$ cat src/rtl/axi4_lite_master_if.sv
// AXI4-Lite bus bundle (AW, W, B, AR, R) between one master and one register slave.
interface axi4_lite_master_if #(
  parameter int ADDR_W = 32,
  parameter int DATA_W = 32
);
  logic [ADDR_W-1:0]   AWADDR;
  logic                AWVALID;
  logic                AWREADY;
  logic [DATA_W-1:0]   WDATA;
  logic [DATA_W/8-1:0] WSTRB;
  logic                WVALID;
  logic                WREADY;
  logic [1:0]          BRESP;
  logic                BVALID;
  logic                BREADY;
  logic [ADDR_W-1:0]   ARADDR;
  logic                ARVALID;
  logic                ARREADY;
  logic [DATA_W-1:0]   RDATA;
  logic [1:0]          RRESP;
  logic                RVALID;
  logic                RREADY;

  modport master (
    output AWADDR, AWVALID, WDATA, WSTRB, WVALID, BREADY, ARADDR, ARVALID, RREADY,
    input  AWREADY, WREADY, BRESP, BVALID, ARREADY, RDATA, RRESP, RVALID
  );

  modport slave (
    input  AWADDR, AWVALID, WDATA, WSTRB, WVALID, BREADY, ARADDR, ARVALID, RREADY,
    output AWREADY, WREADY, BRESP, BVALID, ARREADY, RDATA, RRESP, RVALID
  );
endinterface

$ cat src/rtl/axi4_lite_master.sv
// Single-outstanding AXI4-Lite master: one command in, one AXI transaction, one response pulse out.
// Optional per-wait watchdog (rsp_resp=2'b11 on expiry) enabled by defining AXI_MASTER_TIMEOUT_EN.
module axi4_lite_master #(
  parameter int  ADDR_W         = 32,
  parameter int  DATA_W         = 32,
  parameter int  TIMEOUT_CYCLES = 256,
  localparam int STRB_W         = DATA_W / 8
) (
  input  logic                ACLK,
  input  logic                ARESET,
  input  logic                cmd_valid,
  output logic                cmd_ready,
  input  logic                cmd_we,
  input  logic [ADDR_W-1:0]   cmd_addr,
  input  logic [DATA_W-1:0]   cmd_wdata,
  input  logic [STRB_W-1:0]   cmd_wstrb,
  output logic                rsp_valid,
  output logic [DATA_W-1:0]   rsp_rdata,
  output logic [1:0]          rsp_resp,
  axi4_lite_master_if.master  axi
);

  typedef enum logic [2:0] {IDLE, WR, WR_RESP, RD, RD_DATA, RESP} state_e;

  state_e              state_q, state_d;
  logic                awvalid_q, awvalid_d;
  logic                wvalid_q, wvalid_d;
  logic                bready_q, bready_d;
  logic                arvalid_q, arvalid_d;
  logic                rready_q, rready_d;
  logic                cmd_ready_q, cmd_ready_d;
  logic                rsp_valid_q, rsp_valid_d;
  logic [DATA_W-1:0]   rsp_rdata_q, rsp_rdata_d;
  logic [1:0]          rsp_resp_q, rsp_resp_d;
  logic [ADDR_W-1:0]   addr_q, addr_d;
  logic [DATA_W-1:0]   wdata_q, wdata_d;
  logic [STRB_W-1:0]   wstrb_q, wstrb_d;
  logic                timeout_hit;

  if (TIMEOUT_CYCLES < 1) begin : g_bad_timeout
    $error("TIMEOUT_CYCLES must be at least 1");
  end

`ifdef AXI_MASTER_TIMEOUT_EN
  localparam int CNT_W = $clog2(TIMEOUT_CYCLES + 1);

  logic [CNT_W-1:0] cnt_q, cnt_d;
  logic             waiting, any_hs;

  // Counter restarts on any handshake so a partially completed write gets a fresh window.
  always_comb begin
    waiting     = state_q inside {WR, WR_RESP, RD, RD_DATA};
    any_hs      = (awvalid_q && axi.AWREADY) || (wvalid_q && axi.WREADY) ||
                  (bready_q && axi.BVALID) || (arvalid_q && axi.ARREADY) ||
                  (rready_q && axi.RVALID);
    timeout_hit = waiting && !any_hs && (cnt_q == CNT_W'(TIMEOUT_CYCLES - 1));
    cnt_d       = (!waiting || any_hs || (state_d != state_q)) ? '0 : cnt_q + 1'b1;
  end

  always_ff @(posedge ACLK) begin
    if (ARESET) cnt_q <= '0;
    else        cnt_q <= cnt_d;
  end
`else
  assign timeout_hit = 1'b0;
`endif

  always_comb begin
    state_d     = state_q;
    awvalid_d   = awvalid_q;
    wvalid_d    = wvalid_q;
    bready_d    = bready_q;
    arvalid_d   = arvalid_q;
    rready_d    = rready_q;
    rsp_rdata_d = rsp_rdata_q;
    rsp_resp_d  = rsp_resp_q;
    addr_d      = addr_q;
    wdata_d     = wdata_q;
    wstrb_d     = wstrb_q;

    case (state_q)
      IDLE: begin
        if (cmd_valid && cmd_ready_q) begin
          addr_d  = cmd_addr;
          wdata_d = cmd_wdata;
          wstrb_d = cmd_wstrb;
          if (cmd_we) begin
            state_d   = WR;
            awvalid_d = 1'b1;
            wvalid_d  = 1'b1;
          end else begin
            state_d   = RD;
            arvalid_d = 1'b1;
          end
        end
      end
      WR: begin
        if (awvalid_q && axi.AWREADY) awvalid_d = 1'b0;
        if (wvalid_q && axi.WREADY)   wvalid_d  = 1'b0;
        if (!awvalid_d && !wvalid_d) begin
          state_d  = WR_RESP;
          bready_d = 1'b1;
        end
      end
      WR_RESP: begin
        if (axi.BVALID && bready_q) begin
          rsp_resp_d  = axi.BRESP;
          rsp_rdata_d = '0;
          bready_d    = 1'b0;
          state_d     = RESP;
        end
      end
      RD: begin
        if (arvalid_q && axi.ARREADY) begin
          arvalid_d = 1'b0;
          rready_d  = 1'b1;
          state_d   = RD_DATA;
        end
      end
      RD_DATA: begin
        if (axi.RVALID && rready_q) begin
          rsp_rdata_d = axi.RDATA;
          rsp_resp_d  = axi.RRESP;
          rready_d    = 1'b0;
          state_d     = RESP;
        end
      end
      RESP:    state_d = IDLE;
      default: state_d = IDLE;
    endcase

    if (timeout_hit) begin
      awvalid_d   = 1'b0;
      wvalid_d    = 1'b0;
      bready_d    = 1'b0;
      arvalid_d   = 1'b0;
      rready_d    = 1'b0;
      rsp_resp_d  = 2'b11;
      rsp_rdata_d = '0;
      state_d     = RESP;
    end

    // Both flags are registered views of the next state, so they line up with state_q.
    cmd_ready_d = (state_d == IDLE);
    rsp_valid_d = (state_d == RESP);
  end

  always_ff @(posedge ACLK) begin
    if (ARESET) begin
      state_q     <= IDLE;
      awvalid_q   <= 1'b0;
      wvalid_q    <= 1'b0;
      bready_q    <= 1'b0;
      arvalid_q   <= 1'b0;
      rready_q    <= 1'b0;
      cmd_ready_q <= 1'b0;
      rsp_valid_q <= 1'b0;
      rsp_rdata_q <= '0;
      rsp_resp_q  <= '0;
      addr_q      <= '0;
      wdata_q     <= '0;
      wstrb_q     <= '0;
    end else begin
      state_q     <= state_d;
      awvalid_q   <= awvalid_d;
      wvalid_q    <= wvalid_d;
      bready_q    <= bready_d;
      arvalid_q   <= arvalid_d;
      rready_q    <= rready_d;
      cmd_ready_q <= cmd_ready_d;
      rsp_valid_q <= rsp_valid_d;
      rsp_rdata_q <= rsp_rdata_d;
      rsp_resp_q  <= rsp_resp_d;
      addr_q      <= addr_d;
      wdata_q     <= wdata_d;
      wstrb_q     <= wstrb_d;
    end
  end

  assign cmd_ready   = cmd_ready_q;
  assign rsp_valid   = rsp_valid_q;
  assign rsp_rdata   = rsp_rdata_q;
  assign rsp_resp    = rsp_resp_q;
  assign axi.AWADDR  = addr_q;
  assign axi.AWVALID = awvalid_q;
  assign axi.WDATA   = wdata_q;
  assign axi.WSTRB   = wstrb_q;
  assign axi.WVALID  = wvalid_q;
  assign axi.BREADY  = bready_q;
  assign axi.ARADDR  = addr_q;
  assign axi.ARVALID = arvalid_q;
  assign axi.RREADY  = rready_q;

endmodule

$ cat src/flat_wrapper.sv
// flat-port wrapper written by rule: the top's interface ports become plain ports
module axi4_lite_master_flat 
#(
  parameter int  ADDR_W         = 32,
  parameter int  DATA_W         = 32,
  parameter int  TIMEOUT_CYCLES = 256,
  localparam int STRB_W         = DATA_W / 8
)
  (ACLK, ARESET, cmd_valid, cmd_ready, cmd_we, cmd_addr, cmd_wdata, cmd_wstrb, rsp_valid, rsp_rdata, rsp_resp, axi_AWADDR, axi_AWVALID, axi_WDATA, axi_WSTRB, axi_WVALID, axi_BREADY, axi_ARADDR, axi_ARVALID, axi_RREADY, axi_AWREADY, axi_WREADY, axi_BRESP, axi_BVALID, axi_ARREADY, axi_RDATA, axi_RRESP, axi_RVALID);
  axi4_lite_master_if #(.ADDR_W(ADDR_W), .DATA_W(DATA_W)) axi_i ();
  input  logic ACLK;
  input  logic ARESET;
  input  logic cmd_valid;
  output logic cmd_ready;
  input  logic cmd_we;
  input  logic [ADDR_W-1:0] cmd_addr;
  input  logic [DATA_W-1:0] cmd_wdata;
  input  logic [STRB_W-1:0] cmd_wstrb;
  output logic rsp_valid;
  output logic [DATA_W-1:0] rsp_rdata;
  output logic [1:0] rsp_resp;
  output wire logic [$bits(axi_i.AWADDR)-1:0] axi_AWADDR;
  output wire logic [$bits(axi_i.AWVALID)-1:0] axi_AWVALID;
  output wire logic [$bits(axi_i.WDATA)-1:0] axi_WDATA;
  output wire logic [$bits(axi_i.WSTRB)-1:0] axi_WSTRB;
  output wire logic [$bits(axi_i.WVALID)-1:0] axi_WVALID;
  output wire logic [$bits(axi_i.BREADY)-1:0] axi_BREADY;
  output wire logic [$bits(axi_i.ARADDR)-1:0] axi_ARADDR;
  output wire logic [$bits(axi_i.ARVALID)-1:0] axi_ARVALID;
  output wire logic [$bits(axi_i.RREADY)-1:0] axi_RREADY;
  input wire logic [$bits(axi_i.AWREADY)-1:0] axi_AWREADY;
  input wire logic [$bits(axi_i.WREADY)-1:0] axi_WREADY;
  input wire logic [$bits(axi_i.BRESP)-1:0] axi_BRESP;
  input wire logic [$bits(axi_i.BVALID)-1:0] axi_BVALID;
  input wire logic [$bits(axi_i.ARREADY)-1:0] axi_ARREADY;
  input wire logic [$bits(axi_i.RDATA)-1:0] axi_RDATA;
  input wire logic [$bits(axi_i.RRESP)-1:0] axi_RRESP;
  input wire logic [$bits(axi_i.RVALID)-1:0] axi_RVALID;
  assign axi_AWADDR = axi_i.AWADDR;
  assign axi_AWVALID = axi_i.AWVALID;
  assign axi_WDATA = axi_i.WDATA;
  assign axi_WSTRB = axi_i.WSTRB;
  assign axi_WVALID = axi_i.WVALID;
  assign axi_BREADY = axi_i.BREADY;
  assign axi_ARADDR = axi_i.ARADDR;
  assign axi_ARVALID = axi_i.ARVALID;
  assign axi_RREADY = axi_i.RREADY;
  assign axi_i.AWREADY = axi_AWREADY;
  assign axi_i.WREADY = axi_WREADY;
  assign axi_i.BRESP = axi_BRESP;
  assign axi_i.BVALID = axi_BVALID;
  assign axi_i.ARREADY = axi_ARREADY;
  assign axi_i.RDATA = axi_RDATA;
  assign axi_i.RRESP = axi_RRESP;
  assign axi_i.RVALID = axi_RVALID;
  axi4_lite_master #(.ADDR_W(ADDR_W), .DATA_W(DATA_W), .TIMEOUT_CYCLES(TIMEOUT_CYCLES)) u_core (.ACLK(ACLK), .ARESET(ARESET), .cmd_valid(cmd_valid), .cmd_ready(cmd_ready), .cmd_we(cmd_we), .cmd_addr(cmd_addr), .cmd_wdata(cmd_wdata), .cmd_wstrb(cmd_wstrb), .rsp_valid(rsp_valid), .rsp_rdata(rsp_rdata), .rsp_resp(rsp_resp), .axi(axi_i));
endmodule
$ cat config.mk
export PLATFORM = sky130hd
export DESIGN_NAME = axi4_lite_master_flat
export DESIGN_NICKNAME = d
export VERILOG_FILES = /design/src/rtl/axi4_lite_master_if.sv /design/src/rtl/axi4_lite_master.sv /design/src/flat_wrapper.sv
export SDC_FILE = /design/constraint.sdc
export NUM_CORES = 1
export LEC_CHECK = 0
export CAP_MARGIN = 5
export CORE_MARGIN = 10
export CORE_UTILIZATION = 38
export DETAILED_ROUTE_END_ITERATION = 10
export GPL_ROUTABILITY_DRIVEN = 0
export GPL_TIMING_DRIVEN = 0
export PLACE_DENSITY = 0.81
export SLEW_MARGIN = 10
export SYNTH_ARGS = -nofsm -noshare
export SYNTH_HDL_FRONTEND = slang
export SYNTH_SLANG_ARGS = --single-unit
$ cat constraint.sdc
create_clock -name ACLK -period 2 [get_ports ACLK]
set_input_delay 0.3 -clock ACLK [delete_from_list [all_inputs] [get_ports ACLK]]
set_output_delay 0.3 -clock ACLK [all_outputs]
set_load 0.01 [all_outputs]
* Word level (Yosys, flattened, before mapping)
Cells that the tools add are included. Widths: inputs -> output; s select.
Operators by class: equal/unequal tests 12, mux-type cells 31, reduce and logical (&&, ||, !) cells 22
Operators by type and width (count):
- $mux 32 | 2
- $pmux 32 s2 | 1
- $mux 3 | 5
- $pmux 3 s5 | 1
- $mux 1 | 13
- $reduce_and 3->1 | 4
- $ne 2x1->1 const B | 5
- $pmux 1 s2 | 5
- $reduce_bool 2->1 | 5
- $logic_and 1x1->1 | 7
- $eq 3x2->1 const B | 2
- $eq 3x3->1 const B | 2
- $logic_not 3->1 | 2
- $mux 2 | 3
- $ne 2x2->1 const B | 2
- $pmux 2 s2 | 1
- $reduce_and 4->1 | 1
- $eq 3x1->1 const B | 1
- $logic_not 1->1 | 2
- $reduce_and 2->1 | 1
Storage, ports and cells: flip-flop bits (word level) 112, output and inout port bits 141, logic and storage cells 78

* Depth between registers and ports, before layout
depth after elaboration 8, mapped depth 7, mapped depth without buffers 4

* Least setup slack after synthesis
OpenSTA, ideal clock, no wires.
path type register -> register, start point register u_core.state_q[2], end point register u_core.cmd_ready_q (netlist: u_core.cmd_ready), setup time 0.061 ns, data arrival time 1.476 ns, data required time 1.939 ns, setup slack 0.463 ns, cell stages (with the launch flop) 7, buffers on the path 2, clock period less this slack 1.537 ns, cell sequence dfxtp_1 -> nor3b_1 -> buf_6 -> a32o_1 -> buf_6 -> nor4_4 -> and4b_1
On the way: longest elaborated chain between the ends 3, elaborated cells between the ends (all ways) 12, those cells by class eq/ne (4); mux (6); reduce/logical (2)
Ends and longest elaborated chain:
- start: declaration | RTL line axi4_lite_master.sv:25 | state_e state_q, state_d;
- start signal: assignment | RTL line axi4_lite_master.sv:164 | state_q <= state_d;
- $eq 3x3->1 (tied with other cells) | RTL line axi4_lite_master.sv:81 | case (state_q)
- $pmux 3 s5 * | RTL line axi4_lite_master.sv:81
- $logic_not 3->1 * | RTL line axi4_lite_master.sv:144 | cmd_ready_d = (state_d == IDLE);
- end signal: assignment | RTL line axi4_lite_master.sv:170 | cmd_ready_q <= cmd_ready_d;
- end: declaration | RTL line axi4_lite_master.sv:31 | logic cmd_ready_q, cmd_ready_d;
Mark *: on every way between the ends. The rest lies on a longest branch, timed or not. A chain may end at the register's enable or synchronous reset.

* Worst setup path after layout
start point register u_core.state_q[2], end point register u_core.wdata_q[26] (netlist: u_core.axi.WDATA[26])
On the way: longest elaborated chain between the ends 2
Ends and longest elaborated chain:
- $logic_not 3->1 | RTL line axi4_lite_master.sv:81
- $reduce_and 2->1 (no line)
- end signal: assignment | RTL line axi4_lite_master.sv:175 | wdata_q <= wdata_d;
- end: declaration | RTL line axi4_lite_master.sv:36 | logic [DATA_W-1:0] wdata_q, wdata_d;
Every way passes these cells.

==> run_results.csv <==
group,metric,value,unit
run_status,status,"completed",
die,die_area,0.0159,mm²
clocking,clk_pin_slew_worst_paths,70,ps
clocking,cts_made_buffers,9,
die,num_rows,38,
layout,final_cells,941,
layout,fin_util,0.672,
setup_path,crit_arrival,2050,ps
layout,diodes,0,
synth,ys_seq_elements,112,
layout,final_common_cell,"clkdlybuf4s50_1",
grt,grt_pass1_vias,4585,
synth,synth_edf_count,0,
setup_path,cp_common_cell,"buf_2",
min_path,hold_end,"u_core.rsp_rdata[22]",
placement,place_hpwl,12900,µm
placement,io_buffers,253,
placement,dp.cells,926,
setup_path,r2r.worst_path.cells,7,
setup_path,timing.rr.start,"u_core.state_q[2]",
clocking,clock_sinks,112,
drt,postRouteAntennaNets,0,
setup_path,path_max_fanout,10,
synth,netlist_area,0.00427,mm²
setup_path,crit_slowest_cell,"dfxtp_1",
clocking,clockBufferDepth,2,
drt,first_pass_iters,4,
clocking,clkLatencyLatePin,340,ps
drt,wire_per_inst,17.0,µm
synth,syn_inst,533,
setup_path,cp-start-kind,"flop",
synth,synth_warnings,0,
sta,finalSetupViolations,0,
layout,area_delta_synth_final,71.9,%
min_path,min_from,"u_core.rsp_rdata[22]",
setup_path,worstPathBufferInverterCount,3,
setup_path,cpPeakStageDelay,370,ps
sta,drv_slew,0,
die,initial_core_util,0.391,
grt,grt_max_degree,18,
drt,drc_errors,0,
sta,skew,7.72,ps
setup_path,worstSetupEndpointType,"flop",
clocking,hold_buffers,0,
synth,syn_nets,646,
clocking,cts_root_buf,"clkbuf_16",
sta,hold_viol_final,0,
sta,tightest_slew,633,ps
grt,grt-ovfl-total,0,
setup_path,cp_cell_sequence,"nor2_1 -> and4b_1 -> buf_2 -> buf_2 -> buf_2 -> nand2_1 -> a21oi_1",
setup_path,path_class,"reg2reg",
run,drv_cap,0,
min_path,hold_depth,2,
drt,routed_wl,16000,µm
setup_path,worstSetupStartpoint,"u_core.state_q[2]",
setup_path,rrSetupSlack,210,ps
drt,drt-initial-drc-count,220,
layout,layout_common_cells,"clkdlybuf4s50_1, nand2_1, dfxtp_1, a21oi_1, buf_4",
power,power.density,808,mW/mm²
clocking,cts_tree,"yes",
setup_path,crit_family,"buffers and inverters",
synth,synth.distinct_cells,29,
synth,avgSynthCellArea,8.02,µm²
setup_path,worstReg2RegEnd,"u_core.axi.WDATA[26]",
power,p_leak,2.61,nW
die,die_h,126,µm
sta,timing.final.crit_share,0.894,
die,ios,254,
grt,grt_usage,0.190,
layout,drive_above_1_share,0.0774,
sta,slew_headroom,0.578,
setup_path,required,2260,ps
grt,antenna_found_initial,0,
synth,synth_seq_area_share,0.525,
min_path,hp-class,"reg2reg",
clocking,htreeDepth,3,
grt,grt_pass1_wl,24600,µm
power,ir_drop,0.000583,V
die,fp.coreArea,0.0109,mm²
drt,via_per_inst,4.86,
power,total_power,5.93,mW
sta,fmax,559,MHz
drt,vias,4570,
synth,async_flop_share,0,
sta,rsz0062_at_grt,"false",
synth,synth_flop_cell,"dfxtp_1",
layout,final_nets,909,
die,die_x,126,µm
sta,fin_crit,1790,ps
[tightest hold or removal path: cells and delay by family (launching register included)]
kind             cells  cell delay (ps)
AND/OR/NAND/NOR      1               50
AO/OA/AOI/OAI        1               50
flip-flops           1              310
[routing by layer]
| layer | GRT usage | vias to the layer above | part of all wire |
|---|---|---|---|
| met5 | 0 | - | 0 |
| met4 | 0.0596 | 0 | 0.018 |
| met3 | 0.0902 | 20 | 0.11 |
| met2 | 0.333 | 196 | 0.50 |
| met1 | 0.195 | 2096 | 0.38 |
| li1 | - | 2258 | - |
[state kept, by name, summed over array words and instances, names as in the netlist]
register / cells
u_core.cmd_ready: 1
u_core.axi.RREADY: 1
u_core.axi.WVALID: 1
u_core.state_q: 3
u_core.axi.WSTRB: 4
u_core.axi.WDATA: 32
u_core.axi.ARADDR: 32
u_core.axi.AWVALID: 1
u_core.rsp_resp: 2
u_core.axi.BREADY: 1
u_core.axi.ARVALID: 1
u_core.rsp_valid: 1
u_core.rsp_rdata: 32
[synthesized netlist by cell type, types with 2 or more instances]
| library cell | count | area share |
|---|---|---|
| buf_1 | 4 | 0.0035 |
| buf_4 | 35 | 0.061 |
| clkbuf_1 | 24 | 0.021 |
| a21oi_1 | 106 | 0.12 |
| mux2i_1 | 2 | 0.0047 |
| nand4b_1 | 2 | 0.0041 |
| and4b_1 | 2 | 0.0047 |
| buf_2 | 5 | 0.0059 |
| nand3_1 | 33 | 0.039 |
| nor2_1 | 11 | 0.0097 |
| buf_6 | 2 | 0.0053 |
| dfxtp_1 | 112 | 0.52 |
| o21ai_0 | 2 | 0.0023 |
| nand2_1 | 170 | 0.15 |
| nand2b_1 | 5 | 0.0073 |
| a211oi_1 | 2 | 0.0035 |
| inv_1 | 3 | 0.0026 |
| nor3b_1 | 2 | 0.0035 |
[where the power goes]
| part | total (mW) | switching (mW) | internal, mW |
|---|---|---|---|
| clock network | 2.12 | 0.792 | 1.33 |
| registers | 2.49 | 0.111 | 2.38 |
| logic | 1.32 | 0.579 | 0.739 |
| total | 5.93 | 1.48 | 4.45 |
[cell families (layout without fill, tap and decap cells)]
group	after synthesis	in the layout	synth area share
multiplexers	2	2	0.00468
AND/OR/NAND/NOR	231	231	0.230
buffers and inverters	73	341	0.0998
flip-flops	112	112	0.525
AO/OA/AOI/OAI	115	115	0.141
[what timing repair did]
item / CTS / global route
buffers inserted: 0 / 0
resized for setup: 0 / 4
endpoints found under the setup margin: 0 / 30
[stage by stage]
step / hold slack [ps] / setup TNS (ps) / cell area (µm²) / setup slack [ps]
floorplan: 436 / 0 / 4270 / 463
global placement: 438 / -624 / 6980 / -39.5
detailed placement: 444 / -1940 / 6980 / -99.2
CTS: 451 / 0 / 7350 / 114
global route: 475 / 0 / 7350 / 42.7
finish: 450 / 0 / 7350 / 211
[worst max-delay path by stage]
stage | to | slack (ps) | cells after the start
after floorplan | u_core.cmd_ready | 460 | 6
after global placement | u_core.axi.WDATA[25] | -40 | 6
after detailed placement | u_core.axi.WDATA[26] | -100 | 6
after CTS | u_core.axi.WDATA[26] | 110 | 6
after global routing | u_core.rsp_rdata[17] | 40 | 6
final | u_core.axi.WDATA[26] | 210 | 7
[area by class of cell]
class,count,area [µm²]
plain buffers,69,414
fillers,914,3590
repair buffers,253,2530
clock buffers,12,267
inverters,3,11.3
flip-flops and latches,112,2240
multi-input cells,348,1610
clock inverters,4,98.8
well taps,140,175
Note: power is estimated with default switching activity, not from simulation.
